### src/rtl/gg_nal_pkg.sv
// Shared constants and types for the Annex-B NAL word packer.
package gg_nal_pkg;

    localparam int unsigned ZR_W = 2;

    localparam logic [7:0] ZERO_BYTE  = 8'h00;
    localparam logic [7:0] START_BYTE = 8'h01;
    localparam logic [7:0] EPB_BYTE   = 8'h03;

    // zero_run saturates here; two zeros are enough to arm EPB/start detection
    localparam logic [ZR_W-1:0] ZERO_RUN_MAX   = ZR_W'(3);
    localparam logic [ZR_W-1:0] ZERO_RUN_ARMED = ZR_W'(2);

    typedef enum logic [1:0] {
        FILL  = 2'd0,
        FULL  = 2'd1,
        FLUSH = 2'd2
    } state_t;

endpackage

### src/rtl/gg_nal_byte_filter.sv
// Per-byte emulation-prevention strip and start-code detect; purely combinational,
// the caller owns the zero_run / start_pend state.
module gg_nal_byte_filter
    import gg_nal_pkg::*;
#(
    parameter bit EPB_STRIP = 1'b1
) (
    input  logic [7:0]      i_byte,
    input  logic [ZR_W-1:0] i_zero_run,
    input  logic            i_start_pend,
    output logic            o_keep_c,
    output logic            o_flag_c,
    output logic            o_epb_inc_c,
    output logic [ZR_W-1:0] o_zero_run_c,
    output logic            o_start_pend_c
);

    logic w_armed;

    assign w_armed = (i_zero_run >= ZERO_RUN_ARMED);

    always_comb begin
        o_keep_c       = 1'b1;
        o_flag_c       = 1'b0;
        o_epb_inc_c    = 1'b0;
        o_zero_run_c   = i_zero_run;
        o_start_pend_c = i_start_pend;
        if (EPB_STRIP && w_armed && (i_byte == EPB_BYTE)) begin
            o_keep_c     = 1'b0;
            o_epb_inc_c  = 1'b1;
            o_zero_run_c = '0;
        end else begin
            // the 0x01 itself carries the old pending flag; the byte after it is the header
            o_flag_c       = i_start_pend;
            o_start_pend_c = w_armed && (i_byte == START_BYTE);
            if (i_byte == ZERO_BYTE) begin
                o_zero_run_c = (i_zero_run == ZERO_RUN_MAX) ? ZERO_RUN_MAX
                                                            : i_zero_run + ZR_W'(1);
            end else begin
                o_zero_run_c = '0;
            end
        end
    end

endmodule

### src/rtl/gg_nal_word_packer.sv
// Packs a raw Annex-B byte stream into WID-bit big-endian words with PAD_WID-bit
// lookahead and per-byte NAL-header flags, stripping emulation-prevention bytes.
module gg_nal_word_packer
    import gg_nal_pkg::*;
#(
    parameter int unsigned WID       = 128,
    parameter int unsigned PAD_WID   = 32,
    parameter bit          EPB_STRIP = 1'b1
) (
    input  logic               clk,
    input  logic               reset,
    input  logic [7:0]         in_byte,
    input  logic               in_valid,
    input  logic               in_last,
    output logic               in_ready,
    output logic [WID-1:0]     out_bits,
    output logic [PAD_WID-1:0] out_pad,
    output logic [WID/8-1:0]   out_nal_start,
    output logic               out_valid,
    input  logic               out_ready,
    output logic               out_last,
    output logic [15:0]        epb_cnt
);

    localparam int unsigned BYTE_WID  = WID / 8;
    localparam int unsigned PAD_BYTES = PAD_WID / 8;
    localparam int unsigned D         = BYTE_WID + PAD_BYTES;
    localparam int unsigned CNT_W     = $clog2(D + 1);

    state_t              r_state;
    logic [D*8-1:0]      r_buf;
    logic [D-1:0]        r_flg;
    logic [CNT_W-1:0]    r_count;
    logic [CNT_W-1:0]    r_real_cnt;
    logic [ZR_W-1:0]     r_zero_run;
    logic                r_start_pend;
    logic                r_flush_pend;
    logic                r_padded;
    logic [15:0]         r_epb_cnt;
    logic                r_in_ready;
    logic                r_out_valid;
    logic                r_out_last;

    state_t              w_nxt_state;
    logic [D*8-1:0]      w_nxt_buf;
    logic [D-1:0]        w_nxt_flg;
    logic [CNT_W-1:0]    w_nxt_count;
    logic [CNT_W-1:0]    w_nxt_real_cnt;
    logic [ZR_W-1:0]     w_nxt_zero_run;
    logic                w_nxt_start_pend;
    logic                w_nxt_flush_pend;
    logic                w_nxt_padded;
    logic [15:0]         w_nxt_epb_cnt;
    logic                w_nxt_in_ready;
    logic                w_nxt_out_valid;
    logic                w_nxt_out_last;

    logic                w_acc;
    logic                w_take;
    logic                w_keep;
    logic                w_flag;
    logic                w_epb_inc;
    logic [ZR_W-1:0]     w_zero_run;
    logic                w_start_pend;

    assign w_acc  = in_valid && r_in_ready;
    assign w_take = r_out_valid && out_ready;

    gg_nal_byte_filter #(
        .EPB_STRIP (EPB_STRIP)
    ) u_filter (
        .i_byte         (in_byte),
        .i_zero_run     (r_zero_run),
        .i_start_pend   (r_start_pend),
        .o_keep_c       (w_keep),
        .o_flag_c       (w_flag),
        .o_epb_inc_c    (w_epb_inc),
        .o_zero_run_c   (w_zero_run),
        .o_start_pend_c (w_start_pend)
    );

    // Next-state, buffer update and next value of every registered output
    always_comb begin
        w_nxt_state      = r_state;
        w_nxt_buf        = r_buf;
        w_nxt_flg        = r_flg;
        w_nxt_count      = r_count;
        w_nxt_real_cnt   = r_real_cnt;
        w_nxt_zero_run   = r_zero_run;
        w_nxt_start_pend = r_start_pend;
        w_nxt_flush_pend = r_flush_pend;
        w_nxt_padded     = r_padded;
        w_nxt_epb_cnt    = r_epb_cnt;

        case (r_state)
            FILL: begin
                if (w_acc) begin
                    w_nxt_zero_run   = w_zero_run;
                    w_nxt_start_pend = w_start_pend;
                    if (w_epb_inc && (r_epb_cnt != 16'hFFFF)) begin
                        w_nxt_epb_cnt = r_epb_cnt + 16'd1;
                    end
                    if (w_keep) begin
                        for (int k = 0; k < D; k++) begin
                            if (CNT_W'(k) == r_count) begin
                                w_nxt_buf[(D-1-k)*8 +: 8] = in_byte;
                                w_nxt_flg[D-1-k]          = w_flag;
                            end
                        end
                        w_nxt_count = r_count + CNT_W'(1);
                    end
                    if (in_last) begin
                        w_nxt_flush_pend = 1'b1;
                    end
                    if (w_nxt_count == CNT_W'(D)) begin
                        w_nxt_state = FULL;
                    end else if (in_last) begin
                        w_nxt_state = FLUSH;
                    end
                end
            end

            FULL: begin
                if (w_take) begin
                    w_nxt_buf   = r_buf << WID;
                    w_nxt_flg   = r_flg << BYTE_WID;
                    w_nxt_count = CNT_W'(PAD_BYTES);
                    w_nxt_state = r_flush_pend ? FLUSH : FILL;
                end
            end

            FLUSH: begin
                if (!r_padded) begin
                    // zero filler past the real bytes; zero_run deliberately untouched
                    for (int k = 0; k < D; k++) begin
                        if (CNT_W'(k) >= r_count) begin
                            w_nxt_buf[(D-1-k)*8 +: 8] = ZERO_BYTE;
                            w_nxt_flg[D-1-k]          = 1'b0;
                        end
                    end
                    w_nxt_real_cnt = r_count;
                    w_nxt_count    = CNT_W'(D);
                    w_nxt_padded   = 1'b1;
                end else if (w_take) begin
                    if (r_real_cnt <= CNT_W'(BYTE_WID)) begin
                        w_nxt_buf        = '0;
                        w_nxt_flg        = '0;
                        w_nxt_count      = '0;
                        w_nxt_real_cnt   = '0;
                        w_nxt_zero_run   = '0;
                        w_nxt_start_pend = 1'b0;
                        w_nxt_flush_pend = 1'b0;
                        w_nxt_padded     = 1'b0;
                        w_nxt_state      = FILL;
                    end else begin
                        w_nxt_buf      = r_buf << WID;
                        w_nxt_flg      = r_flg << BYTE_WID;
                        w_nxt_count    = r_count - CNT_W'(BYTE_WID);
                        w_nxt_real_cnt = r_real_cnt - CNT_W'(BYTE_WID);
                    end
                end
            end

            default: begin
                w_nxt_state = FILL;
            end
        endcase

        w_nxt_in_ready  = (w_nxt_state == FILL) && (w_nxt_count < CNT_W'(D));
        w_nxt_out_valid = (w_nxt_state == FULL) || ((w_nxt_state == FLUSH) && w_nxt_padded);
        w_nxt_out_last  = (w_nxt_state == FLUSH) && w_nxt_padded
                          && (w_nxt_real_cnt <= CNT_W'(BYTE_WID));
    end

    always_ff @(posedge clk or negedge reset) begin
        if (!reset) begin
            r_state      <= FILL;
            r_buf        <= '0;
            r_flg        <= '0;
            r_count      <= '0;
            r_real_cnt   <= '0;
            r_zero_run   <= '0;
            r_start_pend <= 1'b0;
            r_flush_pend <= 1'b0;
            r_padded     <= 1'b0;
            r_epb_cnt    <= '0;
            r_in_ready   <= 1'b0;
            r_out_valid  <= 1'b0;
            r_out_last   <= 1'b0;
        end else begin
            r_state      <= w_nxt_state;
            r_buf        <= w_nxt_buf;
            r_flg        <= w_nxt_flg;
            r_count      <= w_nxt_count;
            r_real_cnt   <= w_nxt_real_cnt;
            r_zero_run   <= w_nxt_zero_run;
            r_start_pend <= w_nxt_start_pend;
            r_flush_pend <= w_nxt_flush_pend;
            r_padded     <= w_nxt_padded;
            r_epb_cnt    <= w_nxt_epb_cnt;
            r_in_ready   <= w_nxt_in_ready;
            r_out_valid  <= w_nxt_out_valid;
            r_out_last   <= w_nxt_out_last;
        end
    end

    assign in_ready      = r_in_ready;
    assign out_valid     = r_out_valid;
    assign out_last      = r_out_last;
    assign out_bits      = r_buf[D*8-1 -: WID];
    assign out_pad       = r_buf[PAD_WID-1:0];
    assign out_nal_start = r_flg[D-1 -: BYTE_WID];
    assign epb_cnt       = r_epb_cnt;

endmodule

### config.mk
export PLATFORM = sky130hd
export DESIGN_NAME = gg_nal_word_packer
export DESIGN_NICKNAME = d
export VERILOG_FILES = /design/src/rtl/gg_nal_pkg.sv /design/src/rtl/gg_nal_byte_filter.sv /design/src/rtl/gg_nal_word_packer.sv
export SDC_FILE = /design/constraint.sdc
export NUM_CORES = 1
export LEC_CHECK = 0
export CORE_ASPECT_RATIO = 1.75
export CORE_MARGIN = 2
export CORE_UTILIZATION = 34
export DETAILED_ROUTE_END_ITERATION = 7
export GPL_TIMING_DRIVEN = 0
export PLACE_DENSITY = 0.58
export SLEW_MARGIN = 25
export SYNTH_ARGS = -nofsm -noshare
export SYNTH_HDL_FRONTEND = slang
export SYNTH_SLANG_ARGS = --single-unit
### constraint.sdc
create_clock -name clk -period 5.93 [get_ports clk]
set_input_delay 1.186 -clock clk [delete_from_list [all_inputs] [get_ports clk]]
set_output_delay 1.186 -clock clk [all_outputs]
set_load 0.01 [all_outputs]
==> out/results.ini, run 1 <==
[run_status]
status = completed

[final_layout]
fillCellCount = 2733
area_growth_syn_to_layout_pct = 35.4
drive_above_1_share_pct = 12.3
register_area_sq_um = 5410
multi_input_area_sq_um = 3690
diodes = 0
layoutNonFillerInstCount = 1536
final_area_sq_um = 12900
num-nets-final = 1168

[worst_setup_path]
endpoint_kind = flip-flop
critPathMaxFanout = 10
crit_type = in -> reg
critical_path_buf_inv_count = 3
cp_cell_sequence = clkdlybuf4s50_1, nor4_4, and3_1, buf_6, nor3_1, o21ai_1, buf_2, nand2_1, o21ai_0
ff2ff_setup_slack_ns = 2.81
cp_slowest_cell = o21ai_1
r2r-start = r_state[0]
crit_family = buffers and inverters
cp-start-kind = input port
crit_required_ns = 6.36
r2r-end = r_buf[149]
cp.arrival_ns = 4.02
reg2regPathDepth = 9
slowest_delay_ns = 0.68

[die]
die_h_um = 225
initial_core_util_pct = 34.2
dieArea_sq_um = 29400
ios = 208
core_area_sq_um = 27800
rows = 81
die_x_um = 130

[pwr]
swShare_pct = 37.3
power.internal_w = 0.00423
cellPowerDensity_nw_per_um2 = 525
switchingPower_w = 0.00252
pwr-share-clk_pct = 22.0
pwr-share-seq_pct = 33.9
power_leakage_nw = 5.55
irDropWorstVdd_v = 0.000259
comb_power_share_pct = 44.2

[drt]
vias = 7630
first_pass_iters = 5
first_iter_violations = 339
drc = 0
ant_nets = 0
totalWireLength_um = 29700
vias_per_cell = 4.97
wl_per_cell_um = 19.4

[synth]
synth_edf_count = 0
ys_warn_count = 0
yosys-top-cells-area = dfrtp_1 57%, nand2_1 6.5%, mux2_2 5.8%
synth_top_area_share_pct = 56.8
seq_area_frac_synth_pct = 56.8
synth_common_cells = 216 x dfrtp_1, 164 x nand2_1, 82 x o21ai_0
yosys_register_bits = 216
netlist_area_sq_um = 9510
synthDistinctLibCells = 68
syn_inst = 914
async_reset_ff_share_pct = 100
yosysTopAreaCell = dfrtp_1
synth_ff_type = dfrtp_1
synth_most_common_cell = dfrtp_1
syn_area_per_cell_sq_um = 10.4
synthesis.nets = 935

[timing]
worstMarginPinSlew_ns = 0.968
clock_skew_ns = 0.0107
final-max-slew-violation-count = 0
setup_viol = 0
fin_crit_sh_pct = 60.5
rsz0062_at_grt = false
finalCriticalPeriod_ns = 3.59
slew_headroom_pct = 35.5
fmax_mhz = 279
hold_viol_final = 0
hold_slack_ns = 0.475

[hold_path]
hold_path_end = r_buf[147]
hp-class = reg -> reg
holdPathStages = 2
hold_start = r_buf[147]

[clocking]
htree_levels = 1
clk_latency_ns = 0.52
cts_sinks = 216
cts-root-buf = clkbuf_16
clkSlewWorstSetupHoldPaths_ns = 0.06
cts_hold_buffers = 0
cts_setup_buffers = 0
cts_tree = built
cts_buffer_depth = 3
cts-resized-gates = 0
cts-buffers-inserted = 22

[global_route]
grtUsageTotal_pct = 20.4
grt_pass1_vias = 7749
antenna_found_initial = 0
grt_max_degree = 90
grt_pass1_wl_um = 45500
grt.overflow.total = 0

[place]
port_buffers = 207
place_hpwl_um = 21800
dp.cells = 1496
place_area_sq_um = 12100
gp_congestion = 0.872

[run]
cap_violations = 0

==> worst register-to-register path, delay by kind of cell, from the launching register on <==
family                   cells  cell delay [ns]
buffers and inverters        3             0.91
adder cells (fa/ha/maj)      1             0.31
AO/OA/AOI/OAI                3             0.91
AND/OR/NAND/NOR              2             0.52
flip-flops                   1             0.39
==> metrics by stage <==
| step | setup WS (ns) | total power (W) | setup TNS [ns] | util (%) |
|---|---|---|---|---|
| detailed placement | 1.77 | 0.00533 | 0 | 43.6 |
| global route | 2.14 | 0.00718 | 0 | 46.4 |
| finish | 2.34 | 0.00676 | 0 | 46.4 |
| floorplan | 3.03 | 0.00379 | 0 | - |
| global placement | -5.70 | 0.00528 | -1225.01 | 43.4 |
| CTS | 2.31 | 0.00684 | 0 | 46.4 |
==> power by group through the flow <==
stage	logic, W	clock network (W)	registers, W
2_1_floorplan	0.00134	0	0.00245
3_3_place_gp	0.00297	0	0.00230
3_5_place_dp	0.00302	0	0.00231
4_1_cts	0.00302	0.00153	0.00229
5_1_grt	0.00325	0.00158	0.00234
6_report	0.00298	0.00148	0.00229
==> sequential cells by signal, indices dropped and copies added, names as in the netlist <==
register      count
r_buf           160
r_flg            20
epb_cnt          16
r_count           5
r_real_cnt        5
r_state           2
r_zero_run        2
in_ready          1
out_last          1
out_valid         1
r_flush_pend      1
r_padded          1
r_start_pend      1
==> kinds of logic (layout without fill, tap and decap cells) <==
group	count (synthesis)	in the layout	share of synthesized area [%]
AND/OR/NAND/NOR	278	278	13.6
AO/OA/AOI/OAI	252	252	15.5
adder cells (fa/ha/maj)	8	8	1.05
multiplexers	59	59	6.99
XOR/XNOR	18	18	1.66
flip-flops	216	216	56.8
buffers and inverters	83	332	4.33
==> routing by layer <==
layer	wire (um)	up-vias	part of all wire, %	GRT usage (%)
met4	1080	0	3.6	7.65
met2	16400	225	55	38.9
met1	11000	3755	37	22.7
met3	1290	56	4.3	2.45
li1	-	3594	-	-
met5	0	-	0	0
==> cells in the final DEF, fill, tap and decap left out, drive strengths merged, types with 12 or more instances in the layout <==
cell type / Yosys / final
dfrtp: 216 / 216
clkdlybuf4s50: 0 / 206
nand2: 169 / 169
o21ai: 146 / 146
a21oi: 63 / 63
mux2: 59 / 59
clkbuf: 20 / 55
buf: 52 / 55
nor2: 27 / 27
nand3: 19 / 19
inv: 11 / 12
==> worst max path at each step <==
stage | start | to | slack [ns] | depth (start not counted)
3_3_place_gp | reset | r_buf[148] | -5.70 | 1
6_report | in_byte[4] | r_buf[149] | 2.34 | 9
3_5_place_dp | in_byte[4] | r_buf[149] | 1.77 | 9
5_1_grt | in_byte[4] | r_buf[144] | 2.14 | 9
4_1_cts | in_byte[4] | r_buf[149] | 2.31 | 9
2_1_floorplan | in_byte[4] | out_valid | 3.03 | 7
==> area by class of cell <==
cell class	count	share of cell area, %
Tap cell	373	3.62
Clock inverter	5	0.836
Sequential cell	216	42.0
Timing Repair Buffer	209	16.6
Clock buffer	35	5.13
Buffer	72	2.88
Inverter	11	0.321
Multi-Input combinational cell	615	28.7
Note: power is estimated with default switching activity, not from simulation.
==> run 2, diff against run 1 <==
--- a/config.mk
+++ b/config.mk
@@ -10,7 +10,7 @@
 export CORE_UTILIZATION = 34
 export DETAILED_ROUTE_END_ITERATION = 7
 export GPL_TIMING_DRIVEN = 0
-export PLACE_DENSITY = 0.58
+export PLACE_DENSITY = 0.61
 export SLEW_MARGIN = 25
 export SYNTH_ARGS = -nofsm -noshare
 export SYNTH_HDL_FRONTEND = slang
==> constraint.sdc (replaced) <==
create_clock -name clk -period 3 [get_ports clk]
set_input_delay 0.6 -clock clk [delete_from_list [all_inputs] [get_ports clk]]
set_output_delay 0.6 -clock clk [all_outputs]
set_load 0.01 [all_outputs]
==> run 2 against run 1 <==
Effect of this change: utilization hardly changed; non-clock buffer count is 3 higher; via count is 0.31% lower; design area hardly changed; register-to-register slack worse by 2.7 ns; final cell count hardly changed; setup slack worse by 2.2 ns; clock-buffer cell count is 1 lower; critical path type is now reg -> reg.
==> out/results.ini, run 2 (synthesis results as in run 1) <==
[clocking]
cts_sinks = 216
clk_latency_ns = 0.52
cts_tree = built
cts-root-buf = clkbuf_16
cts-buffers-inserted = 22
cts_buffer_depth = 3
htree_levels = 1
clkSlewWorstSetupHoldPaths_ns = 0.07

[die]
die_h_um = 225
core_area_sq_um = 27800
ios = 208
rows = 81
initial_core_util_pct = 34.2
die_x_um = 130
dieArea_sq_um = 29400

[run_status]
status = completed

[worst_setup_path]
ff2ff_setup_slack_ns = 0.12
endpoint_kind = flip-flop
critPathMaxFanout = 10
crit_type = reg -> reg
cp-start-kind = flip-flop
cp.arrival_ns = 3.27
crit_required_ns = 3.39

[timing]
rsz0062_at_grt = false
hold_viol_final = 0
finalCriticalPeriod_ns = 2.88
worstMarginPinSlew_ns = 0.858
setup_viol = 0
fin_crit_sh_pct = 96.0
clock_skew_ns = 0.0129
fmax_mhz = 347
slew_headroom_pct = 42.8
final-max-slew-violation-count = 0
setup_tns_ns = 0
fin_ws_ns = 0.121

[drt]
wl_per_cell_um = 19.3
drc = 0
first_iter_violations = 350
totalWireLength_um = 29700
first_pass_iters = 4
vias = 7606
ant_nets = 0
vias_per_cell = 4.95

[global_route]
antenna_found_initial = 1
grtUsageTotal_pct = 20.3
grt_pass1_vias = 7714
grt_pass1_wl_um = 45300
grt_max_degree = 92
grt.overflow.total = 0

[final_layout]
largest_reg_flops = 160
regMostFlops = r_buf
drive_above_1_share_pct = 12.7
layout_commonest_cell = dfrtp_1
most-common-layout-cells = 216 x dfrtp_1, 206 x clkdlybuf4s50_1, 163 x nand2_1
num-nets-final = 1171
area_growth_syn_to_layout_pct = 35.5

[run]
cap_violations = 0

[pwr]
power_leakage_nw = 5.55
cellPowerDensity_nw_per_um2 = 1030
irDropWorstVdd_v = 0.000506

[hold_path]
hp-class = reg -> reg

[place]
gp_congestion = 0.917
dpl_worst_slack_ns = -0.468
port_buffers = 207
place_hpwl_um = 21700

run 2: cell count changes in the layout (fill, tap and decap cells not counted), sizes merged:
cell         delta
diode           +1
clkinvlp        +1
bufinv          -2
inv             -1
buf             +2
clkbuf          -1
dlygate4sd3     +1
run 2: power by group:
group	internal [W]	switching, W
Sequential	0.00388	0.000631
Combinational	0.00277	0.00321
Clock	0.00161	0.00114
run 2: timing repair:
| item | 4_1_cts | 5_1_grt |
|---|---|---|
| setup endpoints to repair | 18 | 109 |
| cloned | 0 | 0 |
| hold buffers | 1 | 0 |
| setup buffers | 0 | 2 |
| gates resized for setup | 2 | 5 |
| hold endpoints to repair | 41 | 0 |
| pin swaps | 0 | 2 |
run 2: through the flow:
stage / util (%) / total power (W) / instance area, sq um / hold WS (ns) / instances
floorplan: - / 0.00750 / 9510 / 0.304 / 914
CTS: 46.2 / 0.0133 / 12800 / 0.484 / 1534
detailed placement: 43.6 / 0.0105 / 12100 / 0.471 / 1496
global placement: 43.4 / 0.0104 / 12000 / 0.462 / 1494
global route: 46.4 / 0.0141 / 12900 / 0.503 / 1536
finish: 46.4 / 0.0132 / 12900 / 0.479 / 1537
run 2: worst paths after layout:
path                                 start    endpoint  depth (start not counted)
worst max-delay path            r_state[0]  r_buf[150]                          8
worst min-delay path            r_buf[146]  r_buf[146]                          2
worst max register to register  r_state[0]  r_buf[150]                          8
worst min register to register  r_buf[146]  r_buf[146]                          2
max in group asynchronous            reset   r_buf[34]                          3
min in group asynchronous            reset    out_last                          2
run 2: worst max-delay path, stage by stage, from the launching register on:
cell and delay [ns]:
dfrtp_1 0.40, inv_1 0.11, ha_1 0.25, nor2b_1 0.59, clkbuf_2 0.40, a21oi_1 0.13
o21ai_2 0.44, buf_2 0.32, o21ai_0 0.11
run 2: metal layers:
metal / global-route usage [%] / vias to the layer above / share of wire [%]
li1: - / 3626 / -
met1: 22.8 / 3716 / 37
met2: 38.4 / 204 / 55
met3: 2.68 / 60 / 4.2
met4: 7.76 / 0 / 3.7
met5: 0 / - / 0
run 2: final cells by class:
| cell class | count | area (sq um) |
|---|---|---|
| flip-flops and latches | 216 | 5410 |
| clock inverters | 3 | 46.3 |
| clock buffers | 34 | 667 |
| diodes | 1 | 2.50 |
| fillers | 2658 | 14900 |
| inverters | 11 | 41.3 |
| multi-input cells | 615 | 3710 |
| repair buffers | 212 | 2170 |
| well taps | 373 | 467 |
| plain buffers | 72 | 372 |
==> run 3, diff against run 2 <==
--- a/config.mk
+++ b/config.mk
@@ -8,10 +8,11 @@
 export CORE_ASPECT_RATIO = 1.75
 export CORE_MARGIN = 2
 export CORE_UTILIZATION = 34
+export CTS_CLUSTER_SIZE = 25
 export DETAILED_ROUTE_END_ITERATION = 7
 export GPL_TIMING_DRIVEN = 0
-export PLACE_DENSITY = 0.61
-export SLEW_MARGIN = 25
+export PLACE_DENSITY = 0.63
+export SLEW_MARGIN = 10
 export SYNTH_ARGS = -nofsm -noshare
 export SYNTH_HDL_FRONTEND = slang
 export SYNTH_SLANG_ARGS = --single-unit
==> run 3 against run 2 <==
Effect of this change: clock skew increased by 0.011 ns; non-clock buffer count unchanged; clock power increased by 4%; global-route usage increased by 0.23 points; maximum frequency decreased by 0.44%; routed wire length increased by 0.85%; first-iteration DRC count increased by 8.0%; sequential share of layout area decreased by 0.11 points; largest power group unchanged; highest routed layer unchanged; via count increased by 1.7%; clock-buffer cell count decreased by 2.
==> out/results.ini, run 3 (synthesis results as in run 1) <==
[clocking]
cts-buffers-inserted = 22
cts_sinks = 216
clk_latency_ns = 0.53
cts_tree = built
htree_levels = 1
cts_buffer_depth = 3
clkSlewWorstSetupHoldPaths_ns = 0.07
cts-root-buf = clkbuf_16

[place]
dpl_worst_slack_ns = -0.497
port_buffers = 207
gp_congestion = 0.911
place_hpwl_um = 21700
place_area_sq_um = 12100

[die]
initial_core_util_pct = 34.2
dieArea_sq_um = 29400
die_x_um = 130
ios = 208
die_h_um = 225
rows = 81
core_area_sq_um = 27800

[timing]
fmax_mhz = 346
slew_headroom_pct = 40.8
setup_tns_ns = 0
clock_skew_ns = 0.0238
finalCriticalPeriod_ns = 2.89
hold_viol_final = 0
worstMarginPinSlew_ns = 0.889
fin_crit_sh_pct = 96.4
fin_ws_ns = 0.108
final-max-slew-violation-count = 0
setup_viol = 0

[global_route]
grt_pass1_vias = 7701
grt_max_degree = 87
antenna_found_initial = 0
grt.overflow.total = 0
grtUsageTotal_pct = 20.6
grt_pass1_wl_um = 45800

[drt]
ant_nets = 0
vias = 7733
vias_per_cell = 5.02
first_iter_violations = 378
first_pass_iters = 5
totalWireLength_um = 30000
drc = 0
wl_per_cell_um = 19.5

[final_layout]
drive_above_1_share_pct = 13.1
final_area_sq_um = 12900
regMostFlops = r_buf
final_util_pct = 46.5
num-nets-final = 1171
largest_reg_flops = 160
diodes = 0
layout_commonest_cell = dfrtp_1
area_growth_syn_to_layout_pct = 35.8
most-common-layout-cells = 216 x dfrtp_1, 206 x clkdlybuf4s50_1, 163 x nand2_1

[pwr]
irDropWorstVdd_v = 0.000531
power_leakage_nw = 5.56
cellPowerDensity_nw_per_um2 = 1040

[worst_setup_path]
crit_required_ns = 3.40
critPathMaxFanout = 9
reg2regPathDepth = 10
endpoint_kind = flip-flop
cp.arrival_ns = 3.30
cp-start-kind = flip-flop
crit_type = reg -> reg

[run_status]
status = completed

[run]
cap_violations = 0

[hold_path]
hp-class = in -> async

==> run 3: final cells by class <==
type	count	area (sq um)
buffer	72	377
clock inverter	8	116
sequential	216	5410
tap	373	467
timing repair buffer	212	2170
inverter	11	41.3
multi-input combinational	615	3710
fill	2639	14900
clock buffer	32	628
==> run 3: path summary, 6_finish.rpt <==
| check | start | to | slack, ns |
|---|---|---|---|
| setup / recovery | r_state[1] | r_buf[76] | 0.11 |
| hold / removal | reset | in_ready | 0.006 |
| setup reg to reg | r_state[1] | r_buf[76] | 0.11 |
| hold reg to reg | r_buf[144] | r_buf[144] | 0.48 |
| max in group asynchronous | reset | r_buf[28] | 2.19 |
| min in group clk | r_buf[144] | r_buf[144] | 0.48 |
==> run 3: report_power, final <==
group | switching (W) | leakage (nW) | internal (W)
sequential | 0.000629 | 2.81 | 0.00388
clock | 0.00121 | 0.356 | 0.00164
combinational | 0.00323 | 2.39 | 0.00279
==> run 3: timing repair <==
item,4_1_cts,5_1_grt
hold buffers,0,0
buffers inserted,0,3
pin swaps,0,1
resized for setup,3,6
endpoints found under the setup margin,18,129
==> run 3: stage by stage <==
stage                     hold WS [ns]  total power [W]  std cells
after floorplan                  0.304          0.00750        914
after global placement           0.463           0.0104       1494
after detailed placement         0.469           0.0105       1496
after CTS                      0.00953           0.0134       1536
after global routing            0.0329           0.0142       1539
final                          0.00618           0.0134       1539
==> run 3: worst max-delay path, stage by stage (launching register included) <==
cell	delay, ns
dfrtp_1	0.44
inv_1	0.09
ha_1	0.17
buf_2	0.18
a21boi_0	0.21
a2111oi_4	0.48
a21boi_4	0.29
buf_4	0.16
o21a_1	0.20
buf_4	0.21
mux2_2	0.34
==> run 3: routing by layer <==
| layer | GRT usage [%] | vias up | routed length, um |
|---|---|---|---|
| met2 | 37.2 | 238 | 15800 |
| met1 | 23.6 | 3805 | 11400 |
| li1 | - | 3625 | - |
| met4 | 9.71 | 0 | 1430 |
| met3 | 2.78 | 65 | 1330 |
| met5 | 0 | - | 0 |
